===== src/rtl/load_store_unit.sv =====
// Load/store initiator for a word-only unified memory: sub-word stores become
// read-modify-write, sub-word loads are extracted and extended from offset 0.
module load_store_unit #(
  parameter int MEM_BYTES   = 256,
  parameter bit CHECK_ALIGN = 1'b1
) (
  input  logic        clk,
  input  logic        reset,
  input  logic        req_valid,
  output logic        req_ready,
  input  logic        req_write,
  input  logic [2:0]  req_funct3,
  input  logic [31:0] req_addr,
  input  logic [31:0] req_wdata,
  output logic        rsp_valid,
  output logic [31:0] rsp_rdata,
  output logic        rsp_fault,
  output logic [31:0] mem_address,
  output logic [31:0] mem_writeData,
  output logic        mem_memRead,
  output logic        mem_memWrite,
  input  logic [31:0] mem_memData,
  output logic [2:0]  dbg_state
);

  // Handshake: a request transfers on a rising edge where req_valid && req_ready;
  // req_ready is high only in IDLE and out of reset, and rsp_valid pulses one cycle.
  typedef enum logic [2:0] {IDLE, LOAD, RMW_RD, WRITE, RESP} state_t;

  localparam logic [31:0] LAST_ADDR = 32'(MEM_BYTES - 4);

  state_t      state;
  logic [2:0]  funct3_q;
  logic [31:0] addr_q;
  logic [15:0] wdata_q;
  logic [31:0] merged_q;
  logic        illegal, misaligned, out_of_range, fault;
  logic [31:0] load_data;

  always_comb begin
    illegal      = 1'b0;
    misaligned   = 1'b0;
    out_of_range = req_addr > LAST_ADDR;
    if (req_write)
      illegal = !(req_funct3 == 3'b000 || req_funct3 == 3'b001 || req_funct3 == 3'b010);
    else
      illegal = (req_funct3 == 3'b011) || (req_funct3[2:1] == 2'b11);
    case (req_funct3[1:0])
      2'b01:   misaligned = req_addr[0];
      2'b10:   misaligned = req_addr[1:0] != 2'b00;
      default: misaligned = 1'b0;
    endcase
    fault = illegal || out_of_range || (CHECK_ALIGN && misaligned);
  end

  // The memory returns bytes addr..addr+3, so sub-word data sits at offset 0.
  always_comb begin
    case (funct3_q)
      3'b000:  load_data = {{24{mem_memData[7]}}, mem_memData[7:0]};
      3'b001:  load_data = {{16{mem_memData[15]}}, mem_memData[15:0]};
      3'b100:  load_data = {24'd0, mem_memData[7:0]};
      3'b101:  load_data = {16'd0, mem_memData[15:0]};
      default: load_data = mem_memData;
    endcase
  end

  always_ff @(posedge clk) begin
    if (reset) begin
      state     <= IDLE;
      funct3_q  <= 3'd0;
      addr_q    <= 32'd0;
      wdata_q   <= 16'd0;
      merged_q  <= 32'd0;
      rsp_valid <= 1'b0;
      rsp_rdata <= 32'd0;
      rsp_fault <= 1'b0;
    end else begin
      rsp_valid <= 1'b0;
      case (state)
        IDLE: begin
          if (req_valid) begin
            funct3_q <= req_funct3;
            addr_q   <= req_addr;
            wdata_q  <= req_wdata[15:0];
            if (fault) begin
              rsp_valid <= 1'b1;
              rsp_fault <= 1'b1;
              rsp_rdata <= 32'd0;
              state     <= RESP;
            end else if (!req_write) begin
              state <= LOAD;
            end else if (req_funct3 == 3'b010) begin
              merged_q <= req_wdata;
              state    <= WRITE;
            end else begin
              state <= RMW_RD;
            end
          end
        end
        LOAD: begin
          rsp_valid <= 1'b1;
          rsp_fault <= 1'b0;
          rsp_rdata <= load_data;
          state     <= RESP;
        end
        RMW_RD: begin
          merged_q <= funct3_q[0] ? {mem_memData[31:16], wdata_q}
                                  : {mem_memData[31:8], wdata_q[7:0]};
          state    <= WRITE;
        end
        WRITE: begin
          rsp_valid <= 1'b1;
          rsp_fault <= 1'b0;
          rsp_rdata <= 32'd0;
          state     <= RESP;
        end
        RESP:    state <= IDLE;
        default: state <= IDLE;
      endcase
    end
  end

  // Strobes are gated by reset so an aborted transaction can never write.
  assign req_ready     = (state == IDLE) && !reset;
  assign mem_memRead   = (state == LOAD || state == RMW_RD) && !reset;
  assign mem_memWrite  = (state == WRITE) && !reset;
  assign mem_address   = (state == LOAD || state == RMW_RD || state == WRITE) ? addr_q : 32'd0;
  assign mem_writeData = (state == WRITE) ? merged_q : 32'd0;
  assign dbg_state     = state;

endmodule

===== config.mk =====
export PLATFORM = sky130hd
export DESIGN_NAME = load_store_unit
export DESIGN_NICKNAME = d
export VERILOG_FILES = /design/src/rtl/load_store_unit.sv
export SDC_FILE = /design/constraint.sdc
export NUM_CORES = 1
export LEC_CHECK = 0
export CAP_MARGIN = 15
export CORE_MARGIN = 3
export CORE_UTILIZATION = 51
export DETAILED_ROUTE_END_ITERATION = 12
export PLACE_DENSITY = 0.86
export SLEW_MARGIN = 20
export SYNTH_ARGS = -nofsm -noshare
export SYNTH_HDL_FRONTEND = slang
export SYNTH_SLANG_ARGS = --single-unit
export TNS_END_PERCENT = 1

===== constraint.sdc =====
create_clock -name clk -period 5.15 [get_ports clk]
set_clock_uncertainty 0.15 [all_clocks]
set_input_delay 1.545 -clock clk [delete_from_list [all_inputs] [get_ports clk]]
set_output_delay 1.545 -clock clk [all_outputs]
set_load 0.005 [all_outputs]

==> metrics.md, run 1 <==
| Metric | Value |
|---|---|
| Outcome | `complete, no violations` |
| Post-synth cell types | `48` |
| Clk root buf | `clkbuf_16` |
| Hold Violations, Final | `0` |
| P&R area growth vs syn | `38.7%` |
| Cts hold-fix bufs | `0` |
| Hpwl dp | `14100 um` |
| Leakage | `3.34 nW` |
| CTS clk-pin slew, worst paths | `0.05 ns` |
| Critical path fanouts, max | `32` |
| Pin count of the biggest net entering global routing | `60` |
| Post-CTS Repair Setup Buffers | `0` |
| DR iter-0 viols | `590` |
| HP Class | `reg2reg` |
| Routed Wire Length | `20800 um` |
| Vias in the first global route | `6508` |
| Max clock buf depth | `2` |
| Flops & latches, synth | `120` |
| Relative slew slack | `35.2%` |
| Wire length per cell | `18.1 um` |
| Total negative setup slack | `0 ns` |
| Hold_ws | `0.297 ns` |
| Final ANT Viol Nets | `0` |
| CP Launch Type | `input port` |
| Sequential-to-total area share from yosys stat | `35.9%` |
| RSZ-0062 raised after global routing | `false` |
| Period utilisation layout | `82.7%` |
| Clk_lat worst skew | `0.42 ns` |
| Core Area | `0.0127 sq mm` |
| Pins Over Slew Limit | `0` |
| Die Area | `0.0145 sq mm` |
| Fmax | `235 MHz` |
| Critical Path RT | `5.31 ns` |
| Pwr Density | `248 mW/mm^2` |
| Worst path arrival time | `4.42 ns` |
| Starting Density | `52.6%` |
| R2R depth | `7` |
| CTS sink count | `120` |
| Fraction of layout cells with a size suffix above 1 | `13.2%` |
| Setup CP Type | `in2reg` |
| Ant. Diodes | `0` |
| Tmin final | `4.26 ns` |
| CTS tree | `done` |
| Port Buffer Count | `206` |
| Cell with the most instances after synthesis | `nand2_1` |
| CTS Buf Count | `17` |
| Tot GR Track Use | `27.9%` |
| H-Tree Depth | `4` |
| Cts repair resizes | `0` |
| # rows | `41` |
| Worst vdd rail ir drop | `0.181 mV` |
| Final Wtd Congestion | `0.872` |
| Largest area contributor in the netlist | `dfxtp_1` |
| Mapped cell area | `0.00670 sq mm` |
| Vias per Instance | `5.87` |
| GRT Residual Overflow | `0` |
| Slew @ Worst Pin | `0.973 ns` |
| DRC | `0` |
| Final setup fails | `0` |
| Maxcap violations | `0` |
| 1st-pass router iterations | `5` |
| Initial antenna violation count | `0` |
| Most common flop cell mapped by yosys | `dfxtp_1` |
| Number of flops mapped to enable cells by yosys | `0` |
| Cells taking the most area after synthesis | `dfxtp_1 (36%), nand2_1 (8.7%), o41ai_2 (6.6%), a21oi_1 (5.8%), mux2i_1 (5.1%)` |
| Number of cells on the worst hold path | `2` |
| Syn Inst Count | `798` |
| Crit end category | `flop` |
| # nets final | `1069` |
| Top-level I/O count | `207` |
| Die Ht | `121 um` |
| Via count | `6737` |
| Syn. warnings | `0` |
| FF-to-FF setup slack | `2.32 ns` |
| Post-synth top cells | `nand2_1 (156), dfxtp_1 (120), a21oi_1 (77)` |
| Async SR Flop Fraction | `0%` |
| Syn Area/Cell | `8.39 sq um` |
| Syn nets | `905` |
| Die width | `121 um` |
| Post-synth top area share | `35.9%` |
| First-pass GRT wire length | `32600 um` |
## layer usage
layer  wire, um  global-route usage [%]  up-vias
li1           -                       -     3177
met1       8730                    36.6     3196
met2       9670                    43.8      307
met3       1680                    6.92       57
met4        730                    12.1        0
met5          0                       0        -
## through the flow
stage	setup WS, ns	power (W)	cells	cell area [sq um]	utilization (%)
CTS	0.903	0.00231	1147	9290	73.0
detailed placement	0.469	0.00123	1115	8750	68.7
floorplan	0.904	0.00110	798	6700	-
global placement	0.588	0.00123	1115	8750	68.7
global route	0.672	0.00238	1147	9290	73.0
finish	0.892	0.00230	1147	9290	73.0
## where the power goes
group | switching [W] | internal (W) | total (W) | leakage [nW]
combinational | 0.000131 | 0.000111 | 0.000243 | 2.09
clock | 0.000409 | 0.000678 | 0.00109 | 0.279
sequential | 0.0000196 | 0.000954 | 0.000974 | 0.976
total | 0.000560 | 0.00174 | 0.00230 | 3.34
## state kept, by name, summed over array words and instances, names as in the netlist
signal     count
rsp_rdata     32
dbg_state      3
addr_q        32
funct3_q       3
wdata_q       16
rsp_fault      1
merged_q      32
rsp_valid      1
## cell usage in the layout (no fill, tap or decap), types with 3 or more instances in the layout
cell type and count:
a21oi_1 77, a22oi_1 24, a31oi_1 24, a32oi_1 8, and2_1 33, and3_1 33, buf_4 17, clkbuf_16 17
clkdlybuf4s50_1 205, clkinv_2 10, dfxtp_1 119, ha_1 4, inv_1 43, mux2i_1 34, nand2_1 156, nand4_1 4
nor2_1 8, nor4_1 8, o211ai_1 3, o21ai_0 20, o21ai_1 4, o21ai_2 11, o21bai_4 8, o221ai_2 8
o22a_1 10, o22a_2 6, o22ai_1 9, o41ai_1 5, o41ai_2 27, or2_2 8
## worst paths after layout
path | from | endpoint
hold / removal | addr_q[13]$_SDFFE_PP0P_ | addr_q[13]$_SDFFE_PP0P_
hold reg to reg | addr_q[13]$_SDFFE_PP0P_ | addr_q[13]$_SDFFE_PP0P_
setup reg to reg | dbg_state[2]$_SDFFE_PP0P_ | merged_q[20]$_SDFFE_PP0P_
setup / recovery | req_funct3[0] | merged_q[10]$_SDFFE_PP0P_
## worst max-delay path, stage by stage
cell             delay [ns]
clkdlybuf4s50_1        0.53
inv_1                  0.09
ha_1                   0.25
o21ai_0                0.16
a21boi_0               0.24
nor4_4                 0.47
nand4_4                0.71
o221ai_2               0.39
## logic make-up after synthesis
logic type	after synthesis	synth area share, %
AOI/OAI and AO/OA	250	30.4
xor gates and xnor gates	1	0.131
adders and majority gates	4	0.747
buffers and inverters	121	7.88
DFF	120	35.9
muxes	34	5.08
and+or+nand+nor	268	19.9
## final cells by class
| cell class | count | area (sq um) |
|---|---|---|
| multi-input cells | 557 | 3780 |
| fillers | 992 | 3440 |
| flip-flops and latches | 120 | 2400 |
| repair buffers | 222 | 2180 |
| clock buffers | 21 | 460 |
| well taps | 172 | 215 |
| inverters | 44 | 165 |
| clock inverters | 11 | 80.1 |
(Power assumes the default switching activity.)
==> run 2: changes to the inputs <==
--- a/config.mk
+++ b/config.mk
@@ -7,9 +7,9 @@
 export LEC_CHECK = 0
 export CAP_MARGIN = 15
 export CORE_MARGIN = 3
-export CORE_UTILIZATION = 51
+export CORE_UTILIZATION = 43
 export DETAILED_ROUTE_END_ITERATION = 12
-export PLACE_DENSITY = 0.86
+export PLACE_DENSITY = 0.78
 export SLEW_MARGIN = 20
 export SYNTH_ARGS = -nofsm -noshare
 export SYNTH_HDL_FRONTEND = slang
==> constraint.sdc (replaced) <==
create_clock -name clk -period 3.9 [get_ports clk]
set_clock_uncertainty 0.15 [all_clocks]
set_input_delay 1.17 -clock clk [delete_from_list [all_inputs] [get_ports clk]]
set_output_delay 1.17 -clock clk [all_outputs]
set_load 0.005 [all_outputs]
==> metrics.md, run 2 (synthesized netlist as in run 1, its figures left out) <==
| Metric | Value |
|---|---|
| Most common cell after layout, fill and taps aside | `clkdlybuf4s50_1` |
| Die Ht | `131 um (+8.5%)` |
| Via count | `6659 (-1.2%)` |
| Clk root buf | `clkbuf_16` |
| Final setup fails | `0 (unchanged)` |
| First-pass GRT wire length | `33100 um (+1.5%)` |
| 1st-pass router iterations | `5 (unchanged)` |
| Max clock buf depth | `2 (unchanged)` |
| Vias per Instance | `5.73 (-2.5%)` |
| Worst vdd rail ir drop | `0.352 mV (+95%)` |
| Die Area | `0.0171 sq mm (+18%)` |
| Relative slew slack | `34.0% (-1.2 points)` |
| Fraction of layout cells with a size suffix above 1 | `13.2% (-0.054 points)` |
| DRC | `0 (unchanged)` |
| Hold Violations, Final | `0 (unchanged)` |
| R2R depth | `5 (-2)` |
| Leakage | `3.37 nW (+0.85%)` |
| Tot GR Track Use | `24.6% (-3.3 points)` |
| Top-level I/O count | `207 (unchanged)` |
| Worst path slowest cell | `clkdlybuf4s50_1` |
| Pins Over Slew Limit | `0 (unchanged)` |
| Total negative setup slack | `0 ns (unchanged)` |
| CP Launch Point | `reset` |
| # nets final | `1075 (+0.56%)` |
| Max incr delay on CP | `0.55 ns (-0.16 ns)` |
| Die width | `131 um (+8.5%)` |
| Largest registers | `addr_q x32, merged_q x32, rsp_rdata x32` |
| Filler instances | `1277 (+29%)` |
| Critical Path RT | `2.58 ns (-2.73 ns)` |
| Worst r2r src | `funct3_q[0]$_SDFFE_PP0P_` |
| Pin count of the biggest net entering global routing | `84 (+40%)` |
| Routed Wire Length | `21500 um (+3.4%)` |
| Outcome | `complete, no violations` |
| Port Buffer Count | `206 (unchanged)` |
| Initial antenna violation count | `0 (unchanged)` |
| Period utilisation layout | `90.7%` |
| DR iter-0 viols | `615 (+4.2%)` |
| P&R area growth vs syn | `40.1%` |
| CTS sink count | `120 (unchanged)` |
| Final ANT Viol Nets | `0 (unchanged)` |
| GRT Residual Overflow | `0 (unchanged)` |
| Critical path fanouts, max | `4 (-88%)` |
| Tmin final | `3.54 ns` |
| Crit path cell chain | `buf_4 > clkinv_1 > nand2_1 > nor2_1 > clkdlybuf4s50_1` |
| Fmax | `283 MHz` |
| Core Area | `0.0149 sq mm (+17%)` |
| Wire length per cell | `18.5 um (+2.0%)` |
| Clk_lat worst skew | `0.42 ns (about the same)` |
| Crit end category | `primary output` |
| FF-to-FF setup slack | `1.53 ns (-0.79 ns)` |
| Commonest cells after routing, fill and taps aside | `clkdlybuf4s50_1 (205), nand2_1 (156), dfxtp_1 (119)` |
| Hpwl dp | `14700 um (+4.4%)` |
| H-Tree Depth | `4 (unchanged)` |
| Maxcap violations | `0 (unchanged)` |
| Pwr Density | `322 mW/mm^2 (+30%)` |
| Tot Pwr | `0.00302 W (+31%)` |
| CTS Buf Count | `17 (unchanged)` |
| Vias in the first global route | `6280 (-3.5%)` |
| Cts hold-fix bufs | `0 (unchanged)` |
| Final Wtd Congestion | `0.912 (+4.6%)` |
| CTS clk-pin slew, worst paths | `0.05 ns (about the same)` |
| # rows | `44 (+7.3%)` |
| Starting Density | `45.1% (-7.6 points)` |
| CTS tree | `done` |
| Critical Path Sink | `req_ready` |
| Worst path arrival time | `2.22 ns (-2.20 ns)` |
| Post-CTS Repair Setup Buffers | `0 (unchanged)` |
| Setup CP Type | `in2out` |
| Cts repair resizes | `0 (unchanged)` |
| Reg2Reg Capture Point | `rsp_rdata[29]$_SDFFE_PP0P_` |
| Slew @ Worst Pin | `0.991 ns (+0.0180 ns)` |
| RSZ-0062 raised after global routing | `false` |
| Ant. Diodes | `0 (unchanged)` |
| HP Class | `reg2reg` |
| CP Launch Type | `input port` |
[run 2: cell count changes in the layout (fill, tap and decap cells not counted), sizes merged]
cell    previous run  this run
buf               17        23
clkbuf            21        27
bufinv             1         0
clkinv            11         4
[run 2: per-stage QoR]
stage               std cells  hold slack, ns  util [%]  setup WS [ns]  instance area, sq um
floorplan                 798           0.282         -          0.404                  6700
global placement         1133           0.288      59.6          0.204                  8850
detailed placement       1133           0.292      59.6         0.0980                  8850
CTS                      1163           0.299      63.1          0.374                  9380
global route             1163           0.315      63.1          0.303                  9380
finish                   1163           0.296      63.1          0.362                  9380
[run 2: worst min-delay path by stage]
| stage | from | endpoint | slack [ns] | cells after the start |
|---|---|---|---|---|
| after floorplan | addr_q[0]$_SDFFE_PP0P_ | addr_q[0]$_SDFFE_PP0P_ | 0.28 | 2 |
| after global placement | addr_q[16]$_SDFFE_PP0P_ | addr_q[16]$_SDFFE_PP0P_ | 0.29 | 2 |
| after detailed placement | addr_q[28]$_SDFFE_PP0P_ | addr_q[28]$_SDFFE_PP0P_ | 0.29 | 2 |
| after CTS | addr_q[28]$_SDFFE_PP0P_ | addr_q[28]$_SDFFE_PP0P_ | 0.30 | 2 |
| after global routing | addr_q[17]$_SDFFE_PP0P_ | addr_q[17]$_SDFFE_PP0P_ | 0.32 | 2 |
| final | addr_q[17]$_SDFFE_PP0P_ | addr_q[17]$_SDFFE_PP0P_ | 0.30 | 2 |
[run 2: final cells by class]
class	count	area (sq um)	share of cell area, %
multi-input combinational	557	3780	40.3
sequential	120	2400	25.6
timing repair buffer	228	2270	24.2
clock buffer	27	513	5.47
tap	184	230	2.45
inverter	44	165	1.76
clock inverter	3	15.0	0.160
[run 2: worst max-delay path, delay by kind of cell]
| kind | cells | cell delay [ns] |
|---|---|---|
| and+or+nand+nor | 2 | 0.29 |
| buffers and inverters | 3 | 0.77 |
[run 2: per-layer routing]
metal / vias to the layer above / global-route usage (%) / wire length [um] / share of wire, %
li1: 3192 / - / - / -
met1: 3180 / 33.3 / 9360 / 43
met2: 244 / 37.3 / 10000 / 47
met3: 43 / 6.50 / 1580 / 7.3
met4: 0 / 10.3 / 564 / 2.6
met5: - / 0 / 0 / 0
[run 2: power breakdown]
part | switching (W) | leakage, nW | internal [W] | total (W)
combinational | 0.000179 | 2.13 | 0.000150 | 0.000329
sequential | 0.0000246 | 0.976 | 0.00126 | 0.00129
clock | 0.000519 | 0.263 | 0.000885 | 0.00140
